<file path="src/rtl/pwm_generator.sv">
// pwm_generator: tick-driven PWM with double-buffered period/duty and programmable polarity
module pwm_generator #(
  parameter int PWM_WIDTH = 8
) (
  input  logic                 clk,
  input  logic                 rst_n,
  input  logic                 tick,
  input  logic                 wr,
  input  logic [PWM_WIDTH-1:0] duty_in,
  input  logic [PWM_WIDTH-1:0] period_in,
  input  logic                 en,
  input  logic                 pol,
  output logic                 pwm_out,
  output logic                 period_end,
  output logic                 pending
);
  logic [PWM_WIDTH-1:0] cnt_q, cnt_d, duty_act_q, duty_act_d, period_act_q, period_act_d;
  logic [PWM_WIDTH-1:0] duty_sh_q, duty_sh_d, period_sh_q, period_sh_d;
  logic pending_q, pending_d, pwm_q, pwm_d, period_end_q, boundary, load;
  assign boundary = en & tick & (cnt_q == period_act_q);
  // a disabled generator reloads every cycle so re-enabling picks up the latest config
  assign load = boundary | ~en;
  always_comb begin
    cnt_d        = load ? '0 : cnt_q + PWM_WIDTH'(tick);
    duty_sh_d    = wr ? duty_in : duty_sh_q;
    period_sh_d  = wr ? period_in : period_sh_q;
    duty_act_d   = load ? (wr ? duty_in : duty_sh_q) : duty_act_q;
    period_act_d = load ? (wr ? period_in : period_sh_q) : period_act_q;
    pending_d    = load ? 1'b0 : (wr | pending_q);
    pwm_d        = pol ^ (en & (cnt_q < duty_act_q));
  end
  always_ff @(posedge clk) begin
    if (!rst_n) begin
      cnt_q        <= '0;
      duty_act_q   <= '0;
      period_act_q <= '0;
      duty_sh_q    <= '0;
      period_sh_q  <= '0;
      pending_q    <= 1'b0;
      pwm_q        <= 1'b0;
      period_end_q <= 1'b0;
    end else begin
      cnt_q        <= cnt_d;
      duty_act_q   <= duty_act_d;
      period_act_q <= period_act_d;
      duty_sh_q    <= duty_sh_d;
      period_sh_q  <= period_sh_d;
      pending_q    <= pending_d;
      pwm_q        <= pwm_d;
      period_end_q <= boundary;
    end
  end
  assign pwm_out    = pwm_q;
  assign period_end = period_end_q;
  assign pending    = pending_q;
endmodule
</file>
<file path="config.mk">
export PLATFORM = sky130hd
export DESIGN_NAME = pwm_generator
export DESIGN_NICKNAME = d
export VERILOG_FILES = /design/src/rtl/pwm_generator.sv
export SDC_FILE = /design/constraint.sdc
export NUM_CORES = 1
export LEC_CHECK = 0
export CORE_ASPECT_RATIO = 2
export CORE_MARGIN = 1.5
export CORE_UTILIZATION = 50
export DETAILED_ROUTE_END_ITERATION = 6
export GPL_ROUTABILITY_DRIVEN = 0
export GPL_TIMING_DRIVEN = 0
export PLACE_DENSITY = 0.73
export SETUP_SLACK_MARGIN = 0.4
export SLEW_MARGIN = 20
export SYNTH_ARGS = -nofsm -noshare
export SYNTH_HDL_FRONTEND = slang
export SYNTH_SLANG_ARGS = --single-unit
</file>
<file path="constraint.sdc">
create_clock -name clk -period 2.9 [get_ports clk]
set_clock_uncertainty 0.1 [all_clocks]
set_input_delay 0.87 -clock clk [delete_from_list [all_inputs] [get_ports clk]]
set_output_delay 0.87 -clock clk [all_outputs]
set_load 0.05 [all_outputs]
</file>
==> run summary <==
Max frequency = 418.3 MHz
Crit path max-delay cell type = clkdlybuf4s50_1
WP data required = 1930 ps
HPWL Detailed = 2.948 mm
Critical path's top delay family = buffers and inverters
Chip Height = 91.56 um
Std-Cell Rows = 32
WP buf/inv = 1
Final nets = 257
Crit-path max cell delay = 800 ps
Syn Nets = 226
Clk buf depth = 2
Slew HR = 63.67%
Post-route DRC = 0
Crit path kind = register to output pin
Final Cycle Share = 82.45%
Htree depth = 2
Most frequent cells in the layout = dfxtp_1 (43), mux2i_1 (32), nor2b_1 (25)
Core Area = 3804 um2
Sequential area share after synthesis = 43.91%
CP Cell Sequence = clkdlybuf4s50_1
Slew @ Worst Pin = 545.0 ps
Max_cap viols = 0
Synthesized area per cell = 10.05 um2
GRT overflow = 0
Initial antenna violation count = 0
Synthesized area = 1961 um2
Worst r2r src = cnt_q[1]
Worst-path clk slew = 80 ps
Leading post-synthesis cells by cell area = dfxtp_1 (44%), mux2i_1 (16%), nor2b_1 (8.0%)
Num CTS Buffers = 5
DRT Wirelength = 3.870 mm
Vias in the first global route = 1472
Status = finished, final reports clean
Vias = 1366
RSZ-0062 raised after global routing = false
Synth cell types = 26
DRT Pass-1 Iters = 3
TritonCTS clock tree = yes
Io pins = 25
Power per Cell Area = 524.8 nW/um2
Crit path launch = pending
Gr usage total = 20.57%
Crit path max fanout = 2
Routed WL per cell = 13.97 um
Setup crit start kind = register
Fin crit period = 2391 ps
Antenna-violating nets left = 0
Peak VDD IR = 0.0004906 V
Final setup vio count = 0
Beginning of the worst hold path = pending
Port Buffers = 22
Leakage = 0.001015 uW
Dominant cell type by area after synthesis = dfxtp_1
Die Width = 47.28 um
Synth top area share = 43.91%
Area growth syn-to-layout = 20.49%
Commonest non-fill, non-tap cell in the layout = dfxtp_1
First-pass GRT wire length = 6.513 mm
Fin. Hold Viols = 0
Total Power = 1240 uW
Cells after Synth = 195
Number of diodes = 0
Starting density of the core = 51.55%
1st-iter DRT viols = 18
DR vias/cell = 4.931
Die area = 4329 um2
Crit path capture type = output pin
Clk sink count = 43
Yosys Warn Count = 0
Share of cells above drive strength 1 = 5.752%
Fin Setup TNS = 0 ps
Yosys reg bits = 43
CP Data Arrival Time = 1420 ps
Worst Hold Class = register to register
Clk root buf = clkbuf_8
Max-slew violations = 0
Largest net degree at the start of global routing = 13
Skew-Pair Late Insertion Delay = 290 ps
-- routing by layer --
layer | wire length (um) | up-vias | GRT usage [%]
met5 | 0 | - | 0
met1 | 1549 | 640 | 23.74
met2 | 2178 | 18 | 35.25
li1 | - | 701 | -
met4 | 57 | 0 | 7.176
met3 | 84 | 7 | 3.777
-- worst paths after layout --
check / to / slack, ps / depth (start not counted)
worst min register to register: pending / 370 / 2
worst max-delay path: pending / 510 / 1
worst max register to register: period_act_q[6] / 780 / 6
worst min-delay path: pending / 370 / 2
-- sequential cells by signal, summed over array words and instances, names as in the netlist --
signal	flops
pending	1
pwm_out	1
cnt_q	8
period_sh_q	8
period_act_q	8
period_end	1
duty_act_q	8
duty_sh_q	8
-- metrics by stage --
step	hold WS [ps]	util, %	worst slack [ps]	cells	instance area (um2)
finish	369.7	62.11	509.1	277	2362
global route	407.8	62.11	416.1	277	2362
CTS	377.1	62.11	408.9	277	2362
detailed placement	358.5	59.01	-433.2	268	2245
global placement	344.5	59.01	-397.9	268	2245
floorplan	382.6	-	402.3	195	1961
-- synth_stat cells --
library cell  number
xor2_1             2
ha_1               9
nor3_1             1
o221ai_1           1
nor2b_1           25
xnor2_1            9
mux2i_1           32
a21o_1             2
nand2_1            5
clkbuf_1           7
nand2b_1           2
a21oi_1            3
nor2_1            15
or4_4              1
buf_6              1
nor3b_1            1
o2111ai_1          1
dfxtp_1           43
o21a_1             1
nand3_1            4
o21ai_0            2
o41ai_4            1
and2b_1           10
and3_1             4
o211ai_1           1
inv_1             12
-- power breakdown --
part           leakage, uW  internal, uW  total (uW)  switching [uW]
registers         0.000352           617         629            12.0
logic             0.000612          87.8         169            81.1
clock network    0.0000513           252         442             190
-- final cells by class --
class / count / area [um2]
Fill cell: 343 / 1441
Multi-Input combinational cell: 132 / 1017
Sequential cell: 43 / 860.8
Timing Repair Buffer: 24 / 234.0
Clock buffer: 6 / 72.57
Tap cell: 51 / 63.81
Inverter: 12 / 45.04
Buffer: 8 / 38.79
Clock inverter: 1 / 30.03
-- cell families after synthesis --
family	share of synthesized area, %
fa+ha+maj	5.744
flops	43.91
mux	16.34
xor+xnor	4.914
simple gates	19.78
buf+inv	4.212
compound gates	5.106
-- what timing repair did --
item                                    4_1_cts  5_1_grt
hold buffers                                  0        0
cloned                                        1        0
buffers inserted                              1        0
resized for setup                             9        0
endpoints found under the hold margin         0        0
pin swaps                                     2        1
endpoints found under the setup margin       25       15
-- worst register-to-register path: cells and delay by family (launching register included) --
kind	cells	cell delay [ps]
and+or+nand+nor	3	680
DFF	1	460
AOI/OAI and AO/OA	1	350
muxes	1	190
buffers and inverters	1	240
(Power assumes the default switching activity.)
==> variant (same flow settings) <==
Set the parameter `PWM_WIDTH` to 9 (it was 8).
--- a/src/rtl/pwm_generator.sv
+++ b/src/rtl/pwm_generator.sv
@@ -1,6 +1,6 @@
 // pwm_generator: tick-driven PWM with double-buffered period/duty and programmable polarity
 module pwm_generator #(
-  parameter int PWM_WIDTH = 8
+  parameter int PWM_WIDTH = 9
 ) (
   input  logic                 clk,
   input  logic                 rst_n,
Ports: changed (resized duty_in and period_in); port bits go from 25 to 27. No check against the original RTL was run, so the function may have changed too.
==> variant against the unedited design <==
  * Critical path depth unchanged
  * Sequential power up 14%
  * Final area up 8.5%
  * Area after synthesis up 8.6%
  * Sequential share of layout area up 1.1 points
  * Synthesized cell count up 9.2%
  * First-iteration DRC count up 28%
  * Die area up 8.2%
  * Total power up 8.2%
  * Worst setup slack worse by 11 ps
  * Highest routed layer unchanged
  * Routed wire length up 15%
  * Sequential cell count up 5
==> variant: results (changes against the unedited design) <==
Sw Share 0.251 (+0.0231); reg2reg setup slack 820 ps (+40 ps); library cells used by synthesis 33 (+27%); share of layout cells above drive strength 1 0.118 (+0.0604); Post-DP Area 2440 sq um (+8.9%); worst hold slack 373 ps (+2.97 ps); GR Util All Layers 0.211 (+0.00580); number of global-route vias before repair 1575 (+7.0%); status complete, no violations; comb_multi_in 142 (+7.6%); # nets final 280 (+8.9%); Worst Tran Pin Value 754 ps (+209 ps); FF-to-FF Start cnt_q[4]$_SDFF_PP0_; largest net degree at the start of global routing 14 (+1); core area 4090 sq um (+7.5%); adder-cell share of the synthesized area 0.0588 (+0.00132); Post-synth top cells nor2_1 (50), dfxtp_1 (48), mux2i_1 (19); Synth Area in Compound Gates 0.139 (+0.0876); final WL 4.46 mm (+15%); P_leak 0.00102 uW (+0.16%); Synth area leaders dfxtp_1 (45%), mux2i_1 (8.9%), nor2_1 (8.8%), a221oi_2 (6.3%), ha_1 (5.9%); number of DRC markers in iteration 0 23 (+5); Tmin final 2400 ps (+11.0 ps); GR Util met1 0.226 (-0.0118); XOR/XNOR share of the synthesized area 0.0693 (+0.0202); non-clk buf share 0.126 (+0.0110); post-synthesis mux area share 0.0893 (-0.0741); first-pass GRT wire length 7.45 mm (+14%); sequential standard cell area 961 sq um (+12%)
## variant: cell types whose count changed in the layout (fill, tap and decap cells not counted), sizes merged, moves of 5 or more
cell / unedited run / this run
a221oi: 0 / 18
and2b: 10 / 0
dfxtp: 43 / 48
mux2i: 32 / 19
nor2: 15 / 50
nor2b: 25 / 1
xnor2: 9 / 14
## variant: timing repair
| action | in CTS | in global routing |
|---|---|---|
| gates resized for setup | 2 | 2 |
| cloned | 0 | 0 |
| hold buffers | 0 | 0 |
| pin swaps | 1 | 0 |
| endpoints found under the setup margin | 11 | 20 |
| setup buffers | 1 | 0 |
## variant: power groups by stage
stage	Combinational [uW]	Clock [uW]	Sequential, uW
2_1_floorplan	125	0	734
6_report	203	423	716
3_5_place_dp	199	0	731
4_1_cts	204	431	716
5_1_grt	221	460	720
3_3_place_gp	195	0	729
## variant: stage by stage
step                      power, uW  instances
final                          1340        298
after global routing           1400        298
after CTS                      1350        298
after detailed placement        930        290
after global placement          924        290
after floorplan                 859        213
